## config.mk

```make
export PLATFORM = sky130hd
export DESIGN_NAME = pc_sequencer
export DESIGN_NICKNAME = d
export VERILOG_FILES = /design/src/rtl/pc_pkg.sv /design/src/rtl/pc_next_sel.sv /design/src/rtl/pc_sequencer.sv
export SDC_FILE = /design/constraint.sdc
export NUM_CORES = 1
export LEC_CHECK = 0
export ABC_AREA = 1
export CAP_MARGIN = 20
export CORE_MARGIN = 4
export CORE_UTILIZATION = 47
export CTS_CLUSTER_SIZE = 24
export DETAILED_ROUTE_END_ITERATION = 10
export GPL_TIMING_DRIVEN = 0
export PLACE_DENSITY = 0.87
export RECOVER_POWER = 100
export SYNTH_ARGS = -nofsm -noshare
export SYNTH_HDL_FRONTEND = slang
export SYNTH_SLANG_ARGS = --single-unit
export TNS_END_PERCENT = 5
```

## constraint.sdc

```tcl
create_clock -name clk -period 4.3 [get_ports clk]
set_input_delay 0.645 -clock clk [delete_from_list [all_inputs] [get_ports clk]]
set_output_delay 0.645 -clock clk [all_outputs]
set_load 0.01 [all_outputs]
```

## src/rtl/pc_pkg.sv

```systemverilog
// Shared definitions for the fetch-stage program counter: FSM states, next-PC
// select codes and the instruction alignment mask.
package pc_pkg;

    typedef enum logic [1:0] {
        ST_BOOT = 2'd0,
        ST_RUN  = 2'd1,
        ST_HALT = 2'd2
    } pc_state_e;

    typedef enum logic [2:0] {
        SEL_HOLD  = 3'd0,
        SEL_TRAP  = 3'd1,
        SEL_RET   = 3'd2,
        SEL_REDIR = 3'd3,
        SEL_FAULT = 3'd4,
        SEL_SEQ   = 3'd5
    } pc_sel_e;

    // Low address bits that must be zero for a legal target (2- or 4-byte parcels).
    function automatic logic [1:0] align_mask(input int unsigned instr_bytes);
        return (instr_bytes == 2) ? 2'b01 : 2'b11;
    endfunction

endpackage

```

## src/rtl/pc_next_sel.sv

```systemverilog
// Combinational next-PC priority mux: trap > return > redirect > sequential,
// with misaligned redirects diverted to the trap vector.
module pc_next_sel
    import pc_pkg::*;
#(
    parameter int              XLEN        = 32,
    parameter logic [XLEN-1:0] TRAP_VECTOR = XLEN'(32'h0000_0100),
    parameter int              INSTR_BYTES = 4
) (
    input  logic            active,
    input  logic            trap_valid,
    input  logic            ret_valid,
    input  logic            redirect_valid,
    input  logic [XLEN-1:0] redirect_target,
    input  logic [XLEN-1:0] ret_target,
    input  logic            advance,
    input  logic [XLEN-1:0] seq_pc,
    output logic [XLEN-1:0] next_pc,
    output logic            take,
    output logic            fault
);

    localparam logic [1:0] MASK = align_mask(INSTR_BYTES);

    pc_sel_e sel;
    logic    misaligned;

    assign misaligned = |(redirect_target[1:0] & MASK);

    always_comb begin
        sel = SEL_HOLD;
        if (active) begin
            if (trap_valid)
                sel = SEL_TRAP;
            else if (ret_valid)
                sel = SEL_RET;
            else if (redirect_valid)
                sel = misaligned ? SEL_FAULT : SEL_REDIR;
            else if (advance)
                sel = SEL_SEQ;
        end
    end

    always_comb begin
        next_pc = seq_pc;
        case (sel)
            SEL_TRAP,
            SEL_FAULT: next_pc = TRAP_VECTOR;
            SEL_RET:   next_pc = ret_target;
            SEL_REDIR: next_pc = redirect_target;
            default:   next_pc = seq_pc;
        endcase
    end

    assign take  = (sel != SEL_HOLD);
    assign fault = (sel == SEL_FAULT);

endmodule

```

## src/rtl/pc_sequencer.sv

```systemverilog
// Fetch-stage program counter: BOOT/RUN/HALT control, valid/ready request to
// instruction memory and registered PC update from pc_next_sel.
module pc_sequencer
    import pc_pkg::*;
#(
    parameter int              XLEN         = 32,
    parameter logic [XLEN-1:0] RESET_VECTOR = XLEN'(32'h0000_0000),
    parameter logic [XLEN-1:0] TRAP_VECTOR  = XLEN'(32'h0000_0100),
    parameter int              INSTR_BYTES  = 4
) (
    input  logic            clk,
    input  logic            rst,
    input  logic            stall,
    input  logic            halt_req,
    input  logic            resume,
    input  logic            redirect_valid,
    input  logic [XLEN-1:0] redirect_target,
    input  logic            trap_valid,
    input  logic            ret_valid,
    input  logic [XLEN-1:0] ret_target,
    input  logic            fetch_ready,
    output logic            fetch_valid,
    output logic [XLEN-1:0] fetch_addr,
    output logic [XLEN-1:0] pc_next_seq,
    output logic            misalign_fault,
    output logic            halted
);

    localparam logic [XLEN-1:0] INC = XLEN'(INSTR_BYTES);

    pc_state_e       state_q, state_d;
    logic [XLEN-1:0] pc_q;
    logic [XLEN-1:0] next_pc;
    logic            fault_q;
    logic            take, fault;
    logic            active, accept;

    assign active      = (state_q == ST_RUN) || (state_q == ST_HALT);
    assign accept      = fetch_valid & fetch_ready;
    assign pc_next_seq = pc_q + INC;

    pc_next_sel #(
        .XLEN        (XLEN),
        .TRAP_VECTOR (TRAP_VECTOR),
        .INSTR_BYTES (INSTR_BYTES)
    ) u_sel (
        .active          (active),
        .trap_valid      (trap_valid),
        .ret_valid       (ret_valid),
        .redirect_valid  (redirect_valid),
        .redirect_target (redirect_target),
        .ret_target      (ret_target),
        .advance         (accept & ~stall),
        .seq_pc          (pc_next_seq),
        .next_pc         (next_pc),
        .take            (take),
        .fault           (fault)
    );

    always_ff @(posedge clk or posedge rst) begin
        if (rst)
            state_q <= ST_BOOT;
        else
            state_q <= state_d;
    end

    // Halt waits for the in-flight request to be accepted unless the pipe is stalled.
    always_comb begin
        state_d = state_q;
        case (state_q)
            ST_BOOT: state_d = ST_RUN;
            ST_RUN:  if (halt_req && (accept || stall)) state_d = ST_HALT;
            ST_HALT: if (trap_valid || resume) state_d = ST_RUN;
            default: state_d = ST_BOOT;
        endcase
    end

    always_comb begin
        fetch_valid = (state_q == ST_RUN);
        halted      = (state_q == ST_HALT);
    end

    always_ff @(posedge clk or posedge rst) begin
        if (rst) begin
            pc_q    <= RESET_VECTOR;
            fault_q <= 1'b0;
        end else begin
            fault_q <= fault;
            if (state_q == ST_BOOT)
                pc_q <= RESET_VECTOR;
            else if (take)
                pc_q <= next_pc;
        end
    end

    assign fetch_addr     = pc_q;
    assign misalign_fault = fault_q;

endmodule

```

* After elaboration in Yosys (flattened, before gate mapping)
Index checks and enable logic that the tools add are counted.
** Word-level totals
- ROM bits :: 0
- Word-level logic and storage cells :: 37
- Register bits after elaboration :: 35
- Memories :: 0
- Input bits :: 73
- Output and inout bits :: 67
- Latch bits :: 0
- Bits in writable memories :: 0
** Cells by class
- $lt $le $gt $ge :: 0
- $add $sub $neg :: 1
- Divide/modulo/power cells :: 0
- Equality and inequality tests :: 8
- Shifts and indexed selects :: 0
- Multiplexer cells :: 12
- Bitwise operators :: 3
- Multiply operators :: 0
- Reduce and logical (&&, ||, !) cells :: 10
** Operators with widths (count)
- $pmux W32 S3 :: 1
- $mux W32 :: 2
- $add A32 B3 Y32 const B :: 1
- $mux W3 :: 6
- $eq A3 B2 Y1 const B :: 2
- $pmux W2 S3 :: 1
- $mux W2 :: 2
- $ne A2 B1 Y1 const B :: 2
- $reduce_or A2 Y1 :: 2
- $eq A3 B1 Y1 const B :: 1
- $eq A3 B3 Y1 const B :: 1
- $logic_or A1 B1 Y1 :: 3
- $reduce_bool A3 Y1 :: 1
- $and A1 B1 Y1 :: 2
- $eq A2 B1 Y1 const B :: 1
- $eq A2 B2 Y1 const B :: 1
- $logic_not A2 Y1 :: 1
- $reduce_and A2 Y1 :: 1
- $reduce_bool A2 Y1 :: 1
- $logic_and A1 B1 Y1 :: 1
- $not A1 Y1 :: 1

* Logic depth before layout (Yosys ltp)
- Word-level depth :: 13
- Mapped depth :: 12
- Depth with buffers taken out :: 11

* Hierarchy
Synthesis repeated with hierarchy kept, for this count alone.
** Second synthesis, totals
- Cell total of the unflattened synthesis :: 466
- Area total of the unflattened synthesis :: 3110.5 um^2
** By module, submodules not included
- pc_sequencer :: times used 1, cells an instance 326, seq. area each 875.8 um^2, area each 2282.2 um^2
- pc_next_sel :: times used 1, cells an instance 140, seq. area each 0.0 um^2, area each 828.3 um^2

* Worst setup path before layout
Ideal clock, no wire load.
- Path type :: reg-to-output
- Start point :: reg pc_q[2], in the netlist fetch_addr[2]
- End point :: out pc_next_seq[30]
- Buffers on the path :: 0
- Cell stages (with the launch flop) :: 10
- Arrival :: 1.442 ns
- Data required time :: 3.655 ns
- Path slack :: 2.213 ns
- Path through :: dfrtp_1 -> ha_1 -> inv_2 -> nor2_4 -> inv_2 -> nor2_1 -> nand2_1 -> nand2_1 -> nand2_1 -> inv_1
** Between the ends
- Longest elaborated chain between the ends :: 1
** RTL lines
- start, declared :: RTL line pc_sequencer.sv:32 : logic [XLEN-1:0] pc_q;
- start signal, assigned :: RTL line pc_sequencer.sv:92 : pc_q <= next_pc;
- $add A32 B3 Y32 :: RTL line pc_sequencer.sv:40 : assign pc_next_seq = pc_q + INC;
- end, declared :: RTL line pc_sequencer.sv:24 : output logic [XLEN-1:0] pc_next_seq,
No other way between the ends.

* Final worst setup path
- Start point :: reg pc_q[2], in the netlist fetch_addr[2]
- End point :: out pc_next_seq[26]
The elaborated chain is that of the path after synthesis.

==> summary.md <==
| Metric | Value |
|---|---|
| Worst Hold Class | reg2reg |
| Crit path DAT | 2.82 ns |
| Skew-Pair Late Insertion Delay | 0.30 ns |
| Hold buffers post-CTS | 0 |
| Routed Antenna Nets | 0 |
| Area after DPL | 4810 µm² |
| WP data required | 3.65 ns |
| RSZ-0062 raised after global routing | false |
| Setup bufs post-CTS | 0 |
| Most frequent CP cell | nand2_1 |
| Post-Syn Instances | 569 |
| Compound-Gate Fraction of Synth Area | 0.0277 |
| Synth area leader | dfrtp_1 |
| Min Tclk post-route | 3.47 ns |
| Port Buffer Count | 139 |
| Max-Cap Viols | 0 |
| Largest net degree at the start of global routing | 36 |
| Combinational share of power | 0.670 |
| Worst slew pin tran | 1.39 ns |
| Layout area overhead | 48.8% |
| Switching share of total power | 0.516 |
| Core area | 6790 µm² |
| Commonest non-fill, non-tap cell in the layout | nand2_1 |
| Status | completed |
| Total negative slack | 0 ns |
| TritonCTS clock tree | yes |
| XOR/XNOR Fraction of Synth Area | 0.0133 |
| Synth top area share | 0.266 |
| Area of the die | 8420 µm² |
| Fmax | 0.288 GHz |
| R2R setup slack | 2.14 ns |
| Post-Syn Area | 3300 µm² |
| Clk pwr share | 0.116 |
| VDD IR max | 0.388 mV |
| All-Layer GR Usage | 0.290 |
| First-pass GRT wire length | 19700 µm |
| Commonest cells after routing, fill and taps aside | nand2_1, nand3_1, clkdlybuf4s50_1 |
| N_diodes | 0 |
| Power Dens Cells | 552 nW/µm² |
| Clock transition at path regs | 0.08 ns |
| Top cells by area, synth | dfrtp_1, nand3_1, nand2_1 |
| Leakage power | 0.00251 µW |
| WS Path Type | reg2out |
| Syn_area_per_cell | 5.79 µm² |
| Die height | 91.7 µm |
| Row cnt | 30 |
| Die X-Extent | 91.7 µm |
| Top delay family on crit path | buffers and inverters |
| Fin util | 0.722 |
| Synth unique cells | 27 |
| Clock sink count | 35 |
| DR vias/cell | 5.45 |
| CP startpoint kind | register |
| Placer congestion estimate | 0.982 |
| Worst Skew | 0.00864 ns |
| Multiplexer share of the synthesized area | 0 |
| Layout Cells excl Fill | 812 |
| Share of post-route cells with drive strength above 1 | 0.0587 |
| Switching Power | 1400 µW |
| Placed insts | 804 |
| Finish-stage setup viols | 0 |
| Synthesized Nets | 647 |
| Post-Synth Adder-Cell Area | 0.0190 |
| Largest stage delay on the critical path | 0.59 ns |
| CTS Buffer Depth | 2 |
| Sequential power share | 0.214 |
| Final HPWL DP | 9930 µm |
| CTS root buffer | clkbuf_8 |
| 1st-iter DRT viols | 417 |
| Vias | 4422 |
| Bufs and invs on worst path | 4 |
| Synth warn | 0 |
| Crit share post-route | 0.806 |
| Initial Util | 0.485 |
| Routed wire per std cell | 15.2 µm |
| Router iterations before antenna repair | 6 |
| Crit. End Element | primary output |
| Layout net count | 793 |
| Total power | 2710 µW |
| Global route overflow | 0 |
| Crit path cell chain | ha_1 -> inv_2 -> nor2_1 -> nand2_1 -> inv_1 -> nand2_1 -> nand2_1 -> nand2_1 -> inv_1 -> dlygate4sd3_1 |
| H-tree depth | 2 |
| CP Max Fanout | 9 |
| Max Slew Vio Count | 0 |
| Number of gates resized after CTS | 0 |
| Sequential area share after synthesis | 0.266 |
| Number of buffers created by CTS | 5 |
| Slew margin rel. | 0.0717 |
| Main combinational cell family by area after synthesis | simple AND/OR/NAND/NOR gates |
| Design Area, Final | 4900 µm² |
| CP max-delay cell | dlygate4sd3_1 |
| # DRC | 0 |
| Number of global-route vias before repair | 4093 |
| Final hold vios | 0 |
| Synth Register Bits | 35 |
| Fill cells | 621 |
| Io pins | 140 |
| Pint | 1310 µW |
| Final WL | 12400 µm |
| Initial antenna violation count | 0 |
| Post-synthesis simple-gate area fraction | 0.551 |
per-stage QoR:
step	worst slack (ns)	hold WS (ns)
6_report	0.833	0.525
5_1_grt	0.732	0.561
4_1_cts	1.12	0.539
3_5_place_dp	1.47	0.521
3_3_place_gp	1.47	0.512
2_1_floorplan	2.21	0.543
cells in the mapped netlist (all sizes together):
cell type	number
nand3b	2
nor2	52
o21ai	4
nand4	2
inv	67
nand3	169
dfrtp	35
or2	1
clkbuf	6
ha	5
nor3	2
and2	1
xor2	4
o21bai	7
buf	23
a21oi	3
nand2	185
xnor2	1
area by class of cell:
class | count | area [µm²] | share of cell area
multi-input cells | 438 | 2000 | 0.408
inverters | 67 | 251 | 0.0513
clock inverters | 3 | 43.8 | 0.00893
clock buffers | 5 | 68.8 | 0.0140
repair buffers | 139 | 1390 | 0.284
plain buffers | 29 | 153 | 0.0311
well taps | 96 | 120 | 0.0245
flip-flops and latches | 35 | 876 | 0.179
kinds of logic after synthesis:
kind of cell,Yosys count
DFF,35
AOI/OAI and AO/OA,14
buffers and inverters,96
and+or+nand+nor,414
xor gates and xnor gates,5
adders and majority gates,5
power by group through the flow:
stage	Sequential [µW]	Clock, µW	Combinational, µW
2_1_floorplan	584	0	1030
3_3_place_gp	577	0	1800
3_5_place_dp	582	0	1850
4_1_cts	578	311	1850
5_1_grt	595	326	1980
6_report	580	314	1810
registers in the layout (all words and copies together) (netlist names):
register,count
misalign_fault,1
fetch_addr,32
state_q,2
worst paths after layout:
kind | start | end | depth (start not counted)
worst max register to register | state_q[1] | fetch_addr[14] | 11
worst min-delay path | fetch_addr[1] | fetch_addr[1] | 2
min in group asynchronous | rst | fetch_addr[1] | 2
max in group asynchronous | rst | fetch_addr[27] | 2
worst max-delay path | fetch_addr[2] | pc_next_seq[26] | 10
worst min register to register | fetch_addr[1] | fetch_addr[1] | 2
metal layers:
layer / global-route usage / share of wire
met5: 0 / 0
met4: 0.0953 / 0.023
met3: 0.0705 / 0.10
met2: 0.494 / 0.49
met1: 0.360 / 0.39
worst min-delay path: stages, from the launching register on:
cell	delay (ns)
dfrtp_1	0.36
nand3_1	0.08
nand2_1	0.06
Power figures use the tool's default switching activity.
